[config.mk]
export PLATFORM = sky130hd
export DESIGN_NAME = dbu_run_ctrl
export DESIGN_NICKNAME = d
export VERILOG_FILES = /design/src/rtl/dbu_run_ctrl.sv
export SDC_FILE = /design/constraint.sdc
export NUM_CORES = 1
export LEC_CHECK = 0
export ABC_AREA = 1
export BUFFER_PORTS_ARGS = -buffer_cell sky130_fd_sc_hd__buf_2
export CAP_MARGIN = 20
export CORE_ASPECT_RATIO = 0.75
export CORE_UTILIZATION = 55
export DETAILED_ROUTE_END_ITERATION = 7
export GPL_ROUTABILITY_DRIVEN = 0
export PLACE_DENSITY = 0.77
export SLEW_MARGIN = 0
export SYNTH_ARGS = -nofsm -noshare
export SYNTH_HDL_FRONTEND = slang
export SYNTH_SLANG_ARGS = --single-unit
[constraint.sdc]
create_clock -name clk -period 3.4 [get_ports clk]
set_input_delay 0 -clock clk [delete_from_list [all_inputs] [get_ports clk]]
set_output_delay 0 -clock clk [all_outputs]
set_load 0.005 [all_outputs]
[src/rtl/dbu_run_ctrl.sv]
// dbu_run_ctrl: run/step control, inspection address and 7-segment scan
// for the CPU side of the debug unit. Raw board inputs are synchronized,
// buttons are debounced into single-cycle pulses, a small FSM produces the
// CPU clock enable, and the inspected word is shown on eight hex digits.
module dbu_run_ctrl #(
  parameter int DEB_CYCLES = 4,
  parameter int SCAN_DIV   = 16,
  parameter int ADDR_W     = 8
) (
  input  logic              clk,
  input  logic              rst,
  input  logic              succ,
  input  logic              step,
  input  logic              inc,
  input  logic              dec,
  input  logic              m_rf,
  input  logic [31:0]       cpu_data,
  output logic              cpu_en,
  output logic [ADDR_W-1:0] m_rf_addr,
  output logic [15:0]       cycles,
  output logic [7:0]        an,
  output logic [6:0]        seg
);

  localparam int DEB_W  = (DEB_CYCLES > 1) ? $clog2(DEB_CYCLES + 1) : 1;
  localparam int SCAN_W = $clog2(SCAN_DIV + 1);
  localparam logic [DEB_W-1:0]  DEB_LAST  = DEB_W'(DEB_CYCLES - 1);
  localparam logic [SCAN_W-1:0] SCAN_LAST = SCAN_W'(SCAN_DIV - 1);

  typedef enum logic [1:0] {
    ST_HALT = 2'd0,
    ST_RUN  = 2'd1,
    ST_STEP = 2'd2
  } state_t;

  // Active-low hex glyph, segment order {g,f,e,d,c,b,a}.
  function automatic logic [6:0] hex_glyph(input logic [3:0] nib);
    logic [6:0] g;
    case (nib)
      4'h0:    g = 7'h40;
      4'h1:    g = 7'h79;
      4'h2:    g = 7'h24;
      4'h3:    g = 7'h30;
      4'h4:    g = 7'h19;
      4'h5:    g = 7'h12;
      4'h6:    g = 7'h02;
      4'h7:    g = 7'h78;
      4'h8:    g = 7'h00;
      4'h9:    g = 7'h10;
      4'hA:    g = 7'h08;
      4'hB:    g = 7'h03;
      4'hC:    g = 7'h46;
      4'hD:    g = 7'h21;
      4'hE:    g = 7'h06;
      4'hF:    g = 7'h0E;
      default: g = 7'h7F;
    endcase
    return g;
  endfunction

  // ---------------- input synchronizers ----------------
  // bit order: [0] step, [1] inc, [2] dec, [3] succ, [4] m_rf
  logic [4:0] sync1_q, sync2_q;
  logic [2:0] btn_s;
  logic       succ_s;
  logic       m_rf_s;

  assign btn_s  = sync2_q[2:0];
  assign succ_s = sync2_q[3];
  assign m_rf_s = sync2_q[4];

  // Two-stage synchronizer for every asynchronous board input.
  always_ff @(posedge clk or negedge rst) begin
    if (!rst) begin
      sync1_q <= 5'd0;
      sync2_q <= 5'd0;
    end else begin
      sync1_q <= {m_rf, succ, dec, inc, step};
      sync2_q <= sync1_q;
    end
  end

  // ---------------- button debouncers ----------------
  logic [2:0]       btn_lvl_q, btn_lvl_d;
  logic [2:0]       btn_prev_q;
  logic [2:0]       btn_p_q;
  logic [DEB_W-1:0] btn_cnt_q [3];
  logic [DEB_W-1:0] btn_cnt_d [3];

  // Level follows the synchronized input only after DEB_CYCLES consecutive mismatching cycles.
  always_comb begin
    for (int i = 0; i < 3; i++) begin
      btn_lvl_d[i] = btn_lvl_q[i];
      btn_cnt_d[i] = '0;
      if (btn_s[i] != btn_lvl_q[i]) begin
        if (btn_cnt_q[i] == DEB_LAST) begin
          btn_lvl_d[i] = btn_s[i];
          btn_cnt_d[i] = '0;
        end else begin
          btn_cnt_d[i] = btn_cnt_q[i] + DEB_W'(1);
        end
      end else begin
        btn_cnt_d[i] = '0;
      end
    end
  end

  // Debounce state plus registered rising-edge pulses of the debounced levels.
  always_ff @(posedge clk or negedge rst) begin
    if (!rst) begin
      btn_lvl_q  <= 3'd0;
      btn_prev_q <= 3'd0;
      btn_p_q    <= 3'd0;
      for (int i = 0; i < 3; i++) begin
        btn_cnt_q[i] <= '0;
      end
    end else begin
      btn_lvl_q  <= btn_lvl_d;
      btn_prev_q <= btn_lvl_q;
      btn_p_q    <= btn_lvl_q & ~btn_prev_q;
      for (int i = 0; i < 3; i++) begin
        btn_cnt_q[i] <= btn_cnt_d[i];
      end
    end
  end

  logic step_p, inc_p, dec_p;
  assign step_p = btn_p_q[0];
  assign inc_p  = btn_p_q[1];
  assign dec_p  = btn_p_q[2];

  // ---------------- run FSM ----------------
  state_t state_q, state_d;
  logic   cpu_en_q, cpu_en_d;

  // Next state; cpu_en is registered alongside the state so it tracks RUN/STEP exactly.
  always_comb begin
    state_d  = state_q;
    cpu_en_d = 1'b0;
    case (state_q)
      ST_HALT: begin
        if (succ_s) begin
          state_d = ST_RUN;
        end else if (step_p) begin
          state_d = ST_STEP;
        end else begin
          state_d = ST_HALT;
        end
      end
      ST_RUN: begin
        if (!succ_s) begin
          state_d = ST_HALT;
        end else begin
          state_d = ST_RUN;
        end
      end
      ST_STEP: state_d = ST_HALT;
      default: state_d = ST_HALT;
    endcase
    cpu_en_d = (state_d == ST_RUN) || (state_d == ST_STEP);
  end

  // State register, registered enable and executed-cycle counter.
  logic [15:0] cycles_q;
  always_ff @(posedge clk or negedge rst) begin
    if (!rst) begin
      state_q  <= ST_HALT;
      cpu_en_q <= 1'b0;
      cycles_q <= 16'd0;
    end else begin
      state_q  <= state_d;
      cpu_en_q <= cpu_en_d;
      cycles_q <= cycles_q + {15'd0, cpu_en_q};
    end
  end

  // ---------------- inspection address ----------------
  logic [ADDR_W-1:0] addr_q, addr_d;
  logic              m_rf_prev_q;
  logic              m_rf_chg_s;

  assign m_rf_chg_s = m_rf_s ^ m_rf_prev_q;

  // Target switch change clears the address; otherwise inc/dec step it, cancelling when coincident.
  always_comb begin
    addr_d = addr_q;
    if (m_rf_chg_s) begin
      addr_d = '0;
    end else if (inc_p && !dec_p) begin
      addr_d = addr_q + ADDR_W'(1);
    end else if (dec_p && !inc_p) begin
      addr_d = addr_q - ADDR_W'(1);
    end else begin
      addr_d = addr_q;
    end
  end

  // Address register and previous target level for change detection.
  always_ff @(posedge clk or negedge rst) begin
    if (!rst) begin
      addr_q      <= '0;
      m_rf_prev_q <= 1'b0;
    end else begin
      addr_q      <= addr_d;
      m_rf_prev_q <= m_rf_s;
    end
  end

  // ---------------- display scanner ----------------
  logic [SCAN_W-1:0] div_q, div_d;
  logic [2:0]        idx_q, idx_d;
  logic              started_q;
  logic [31:0]       snap_q, snap_d;
  logic [7:0]        an_q, an_d;
  logic [6:0]        seg_q, seg_d;
  logic              tick_s;

  assign tick_s = (div_q == SCAN_LAST);

  // Divider, digit index and frame snapshot; the first tick shows digit 0 of a fresh snapshot.
  always_comb begin
    div_d  = div_q + SCAN_W'(1);
    idx_d  = idx_q;
    snap_d = snap_q;
    an_d   = an_q;
    seg_d  = seg_q;
    if (tick_s) begin
      div_d = '0;
      if (!started_q) begin
        idx_d = 3'd0;
      end else begin
        idx_d = idx_q + 3'd1;
      end
      if (!started_q || (idx_q == 3'd7)) begin
        snap_d = cpu_data;
      end else begin
        snap_d = snap_q;
      end
      an_d  = ~(8'd1 << idx_d);
      seg_d = hex_glyph(snap_d[{idx_d, 2'b00} +: 4]);
    end else begin
      div_d = div_q + SCAN_W'(1);
    end
  end

  // Scanner registers; anodes and segments update on the same edge.
  always_ff @(posedge clk or negedge rst) begin
    if (!rst) begin
      div_q     <= '0;
      idx_q     <= 3'd0;
      started_q <= 1'b0;
      snap_q    <= 32'd0;
      an_q      <= 8'hFF;
      seg_q     <= 7'h7F;
    end else begin
      div_q     <= div_d;
      idx_q     <= idx_d;
      started_q <= started_q | tick_s;
      snap_q    <= snap_d;
      an_q      <= an_d;
      seg_q     <= seg_d;
    end
  end

  assign cpu_en    = cpu_en_q;
  assign m_rf_addr = addr_q;
  assign cycles    = cycles_q;
  assign an        = an_q;
  assign seg       = seg_q;

endmodule

# ---- After elaboration in Yosys (flattened, before gate mapping)
# Memory sizes are Yosys's and may differ from the RTL's. A register that Yosys moved wholly into a read port is not among the register bits.
# Index checks and enable logic that the tools add are counted.
# Widths: inputs -> output; s select.
dict set report op_classes {
  div_mod_pow 0
  mux 18
  eq_ne 11
  magnitude_cmp 0
  n_addsub 8
  n_mul 0
  n_reduce_logical 13
  bitwise 5
  n_shift 2
}
# cell n
set ops {}
lappend ops {{$mux 32} 2}
lappend ops {{$shiftx 32x6->4} 1}
lappend ops {{$mux 3} 8}
lappend ops {{$mux 8} 3}
lappend ops {{$add 16x1->16} 1}
lappend ops {{$add 3x1->3 const B} 4}
lappend ops {{$eq 3x2->1 const B} 3}
lappend ops {{$add 8x1->8 const B} 1}
lappend ops {{$not 8->8} 1}
lappend ops {{$shl 1x3->8 const A} 1}
lappend ops {{$sub 8x1->8 const B} 1}
lappend ops {{$reduce_and 2->1} 3}
lappend ops {{$add 5x1->5 const B} 1}
lappend ops {{$eq 5x4->1 const B} 1}
lappend ops {{$mux 5} 1}
lappend ops {{$eq 2x1->1 const B} 2}
lappend ops {{$logic_not 1->1} 4}
lappend ops {{$mux 2} 2}
lappend ops {{$pmux 2 s2} 1}
lappend ops {{$and 3x3->3} 1}
lappend ops {{$eq 3x3->1 const B} 1}
lappend ops {{$ne 1x1->1} 3}
lappend ops {{$not 3->3} 1}
lappend ops {{$reduce_bool 3->1} 1}
lappend ops {{7 further kinds} 9}
dict set report word_totals {
  word_cells 78
  rom_bits 112
  mem_bits_rw 0
  latchBits 0
  ff_bits 105
  n_memories 1
}
# memory depth word_bits rd rd_ports_with_merged_regs write_ports line_no
set mem_list {}
lappend mem_list {{(name not given)} 16 7 1 1 0 39} ;# case (nib)

# ---- Depth between registers and ports, before layout
dict set report depth {
  depth_word 5
  depth_mapped 20
  mapped_depth_nobuf 19
}

# ---- Least setup slack after synthesis
# OpenSTA, ideal clock, no wires.
dict set report synth_path {
  path_type {register to register}
  start {reg idx_q[0]}
  end {reg seg_q[3] (netlist: seg[3])}
  required_time_ns 3.324
  path_buffers 2
  period_less_slack_ns 2.425
  t_arrival_ns 2.349
  path_slack_ns 0.975
  setup_ns 0.076
  stages_incl_launch_ff 20
  path_cell_list {dfrtp_1 ha_1 ha_1 inv_2 nand2_4 buf_6 buf_6 nand2_1 o21ai_1 a21oi_1 nand2_1 nand2_1 inv_1 ha_1 nand3_1 nand2_1 nand2_1 nand2_1 nand2_1 nand2_1}
}
dict set report synth_between {
  elab_chain_cells 5
  elab_cells_between_ends 8
}
# item line_no
set synth_rtl {}
lappend synth_rtl {{start, declared} 211} ;# logic [2:0] idx_q, idx_d;
lappend synth_rtl {{start signal, assigned} 257} ;# idx_q <= idx_d;
lappend synth_rtl {{branches (longest 4 deep; another with $add 3x1->3)} n/a}
lappend synth_rtl {{$shiftx 32x6->4 *} 240} ;# seg_d = hex_glyph(snap_d[{idx_d, 2'b00} +: 4]);
lappend synth_rtl {{end, declared} 215} ;# logic [6:0] seg_q, seg_d;
# Every way passes the cells marked *. The select of a mux whose other input is x is not followed.
# A chain may end at the register's enable or synchronous reset.

# ---- Worst setup path after layout
# Ends and elaborated chain as after synthesis.

==> results.py <==
metrics = {
    "power": {
        "seq_power_share_pct": 46.5,
        "leakagePower_nw": 3.29,
        "p_switching_mw": 1.15,
        "p_per_area_nw_per_um2": 563,
        "cellInternalPower_mw": 2.44,
        "sw_frac_of_total_pct": 32.0,
        "peakVddDrop_v": 0.000375,
        "pwr-share-comb_pct": 25.9,
        "pwr-share-clk_pct": 27.6,
    },
    "sta": {
        "hold_viol": 0,
        "fin_crit_sh_pct": 85.0,
        "relSlewSlack_pct": 44.5,
        "setup_slack_ps": 511,
        "rsz0062_at_grt": "no",
        "fmax_mhz": 346,
        "finalCriticalPeriod_ps": 2890,
        "finalSetupTns_ps": 0,
        "tightestPinTransition_ps": 833,
        "skew_ps": 7.29,
        "slew_violations": 0,
        "setup_viol": 0,
    },
    "final_layout": {
        "fin_nets": 798,
        "insertedDiodeCount": 0,
        "num-fill-cells": 798,
        "multi_input_comb_area_um2": 2240,
        "syn2layout_area_growth_pct": 16.4,
        "fin_util_pct": 66.0,
        "seq_area_um2": 2820,
        "drive_above_1_share_pct": 17.3,
    },
    "floorplanning": {
        "core-area_um2": 9660,
        "fp.dieArea_um2": 10400,
        "start_util_pct": 56.7,
        "die_h_um": 88.4,
        "rows": 31,
        "boundaryPins": 79,
        "die_x_um": 117,
    },
    "setup_path": {
        "r2r-start": "idx_q[0]",
        "rrSetupSlack_ps": 510,
        "path_max_fanout": 45,
        "crit_top_cell": "nand2_1",
        "max_stage_delay_ps": 410,
        "critPathRequiredTime_ps": 3680,
        "crit_chain": "ha_1 > ha_1 > inv_2 > nand2_4 > o21ai_0 > nor2_1 > nor2_1 > nand2_1 > nand2_1 > inv_1 > ha_1 > nand3_1 > nand2_1 > nand2_1 > nand2_1 > nand2_1 > nand2_1",
        "criticalPathCategory": "flip-flop to flip-flop",
        "reg2regPathDepth": 17,
        "worstSetupStartpoint": "idx_q[0]",
        "cpMaxStageDelayCell": "dfrtp_1",
        "start_kind": "flip-flop",
        "cp.arrival_ps": 3170,
        "end_kind": "flip-flop",
        "worst_r2r_endpoint": "seg[3]",
    },
    "global_route": {
        "grt_pass1_vias": 4240,
        "gr-total-overflow": 0,
        "grt_antenna_before_repair": 0,
        "grt_max_degree": 76,
        "grt_first_pass_wirelength_um": 19300,
        "grt.total_usage_pct": 24.3,
    },
    "clocking": {
        "htreeDepth": 3,
        "cts.sinks": 112,
        "numCtsBuffers": 9,
        "root_buffer": "clkbuf_16",
        "cts_tree": "yes",
        "post_cts.repair.setup_buffers": 0,
        "insertion_delay_ps": 350,
        "clock_path_buffers": 2,
        "clk_pin_slew_ps": 70,
    },
    "hold_path": {
        "hp-class": "input port to flip-flop",
        "holdPathEnd": "snap_q[31]",
        "hold_start": "cpu_data[31]",
        "holdPathStages": 5,
    },
    "synth": {
        "syn_avg_cell_area_um2": 8.41,
        "yosysMostFrequentCell": "nand2_1",
        "synthesis.instances": 651,
        "ys.warnings.count": 0,
        "synth_async_sr_flop_share_pct": 100,
        "synth_cell_type_count": 32,
        "ys_seq_area_share_pct": 51.5,
        "yosysTopAreaCell": "dfrtp_1",
        "ys_top_cells_by_count": "nand2_1 (161), dfrtp_1 (97), inv_1 (87)",
        "yosysTopAreaCellShare_pct": 44.3,
        "synth-seq-cells": 112,
        "synth_edf_count": 0,
        "synth_area_leaders": "dfrtp_1 (44%), nand2_1 (11%), dfstp_2 (7.2%), inv_1 (6.0%), nand3_1 (5.4%)",
        "synth_top_flop_cell": "dfrtp_1",
        "netlist_area_um2": 5480,
        "synth_fp_nets": 711,
    },
    "drt": {
        "wl_per_cell_um": 13.3,
        "route.detailed.drc": 0,
        "viasPerCell": 5.11,
        "first_pass_iters": 5,
        "dr_total_vias": 4470,
        "ant_nets": 0,
        "drt-total-wl_um": 11700,
        "drt_iter0_markers": 300,
    },
    "placed_design": {
        "io_buffers": 78,
        "post-place-ws_ps": 592,
        "dp_hpwl_um": 8200,
    },
    "job": {
        "max_cap_violations": 0,
    },
    "outcome": {
        "status": "finished, final reports clean",
    },
}
-- power by group through the flow --
stage / Clock [mW] / Combinational [mW] / Sequential (mW)
global placement: 0 / 0.869 / 1.68
finish: 0.990 / 0.929 / 1.67
detailed placement: 0 / 0.921 / 1.70
CTS: 1.01 / 0.940 / 1.67
floorplan: 0 / 0.629 / 1.68
global route: 1.05 / 1.07 / 1.70
-- worst max-delay path by stage --
| stage | end | slack (ps) | cells past startpoint |
|---|---|---|---|
| floorplan | seg[3] | 980 | 19 |
| global placement | seg[3] | 720 | 17 |
| detailed placement | seg[3] | 590 | 17 |
| CTS | seg[3] | 570 | 17 |
| global route | seg[3] | 200 | 17 |
| finish | seg[3] | 510 | 17 |
-- repair_timing --
action / 4_1_cts / 5_1_grt
hold endpoints to repair: 59 / 0
hold buffers: 11 / 0
gates resized for setup: 0 / 0
-- worst max-delay path, delay by kind of cell, from the launching register on --
family / cells / cell delay (ps)
AND/OR/NAND/NOR: 11 / 1100
buffers and inverters: 2 / 300
AO/OA/AOI/OAI: 1 / 340
flip-flops: 1 / 410
adder cells (fa/ha/maj): 3 / 660
-- metrics by stage --
step | total power [mW] | hold WS, ps | cells | instance area (um2)
after floorplan | 2.31 | -296 | 651 | 5480
after global placement | 2.55 | 108 | 848 | 5990
after detailed placement | 2.62 | 110 | 848 | 5990
after CTS | 3.61 | 7.82 | 874 | 6370
after global routing | 3.81 | 32.0 | 874 | 6370
final | 3.59 | 12.9 | 874 | 6370
-- layout make-up --
cell class / count / area share [%]
multi-input combinational: 433 / 35.2
tap: 132 / 2.59
clock inverter: 5 / 0.667
sequential: 112 / 44.3
timing repair buffer: 92 / 8.44
clock buffer: 10 / 3.59
inverter: 90 / 5.30
-- state kept, by name, indices dropped and copies added (netlist names), 2 cells and up --
name        cells
btn_lvl_q       3
btn_prev_q      3
btn_cnt_q       9
state_q         2
idx_q           3
snap_q         32
btn_p_q         3
an              8
m_rf_addr       8
sync2_q         5
cycles         16
sync1_q         5
seg             7
div_q           5
-- logic make-up (layout without fill, tap and decap cells) --
logic type      after synthesis  count (layout)  share of synthesized area, %
xor+xnor                     22              22                          3.52
compound gates               88              88                          8.41
buf+inv                     106             197                          7.70
simple gates                302             302                          23.9
fa+ha+maj                    21              21                          4.93
flops                       112             112                          51.5
-- layout by cell type, fill, tap and decap left out, types with 15 or more instances in the layout --
cell	instances
buf_2	77
a21oi_1	23
ha_1	20
o21ai_0	44
inv_1	87
dfstp_2	15
nor2_1	52
dfrtp_1	97
nand3_1	59
nand2_1	161
-- routing by layer --
layer | routed length (um) | share of wire [%] | global-route usage (%)
met5 | 0 | 0 | 0
met2 | 5310 | 46 | 40.1
met4 | 178 | 1.5 | 7.83
met3 | 686 | 5.9 | 4.11
met1 | 5490 | 47 | 33.0
Power figures use the tool's default switching activity.
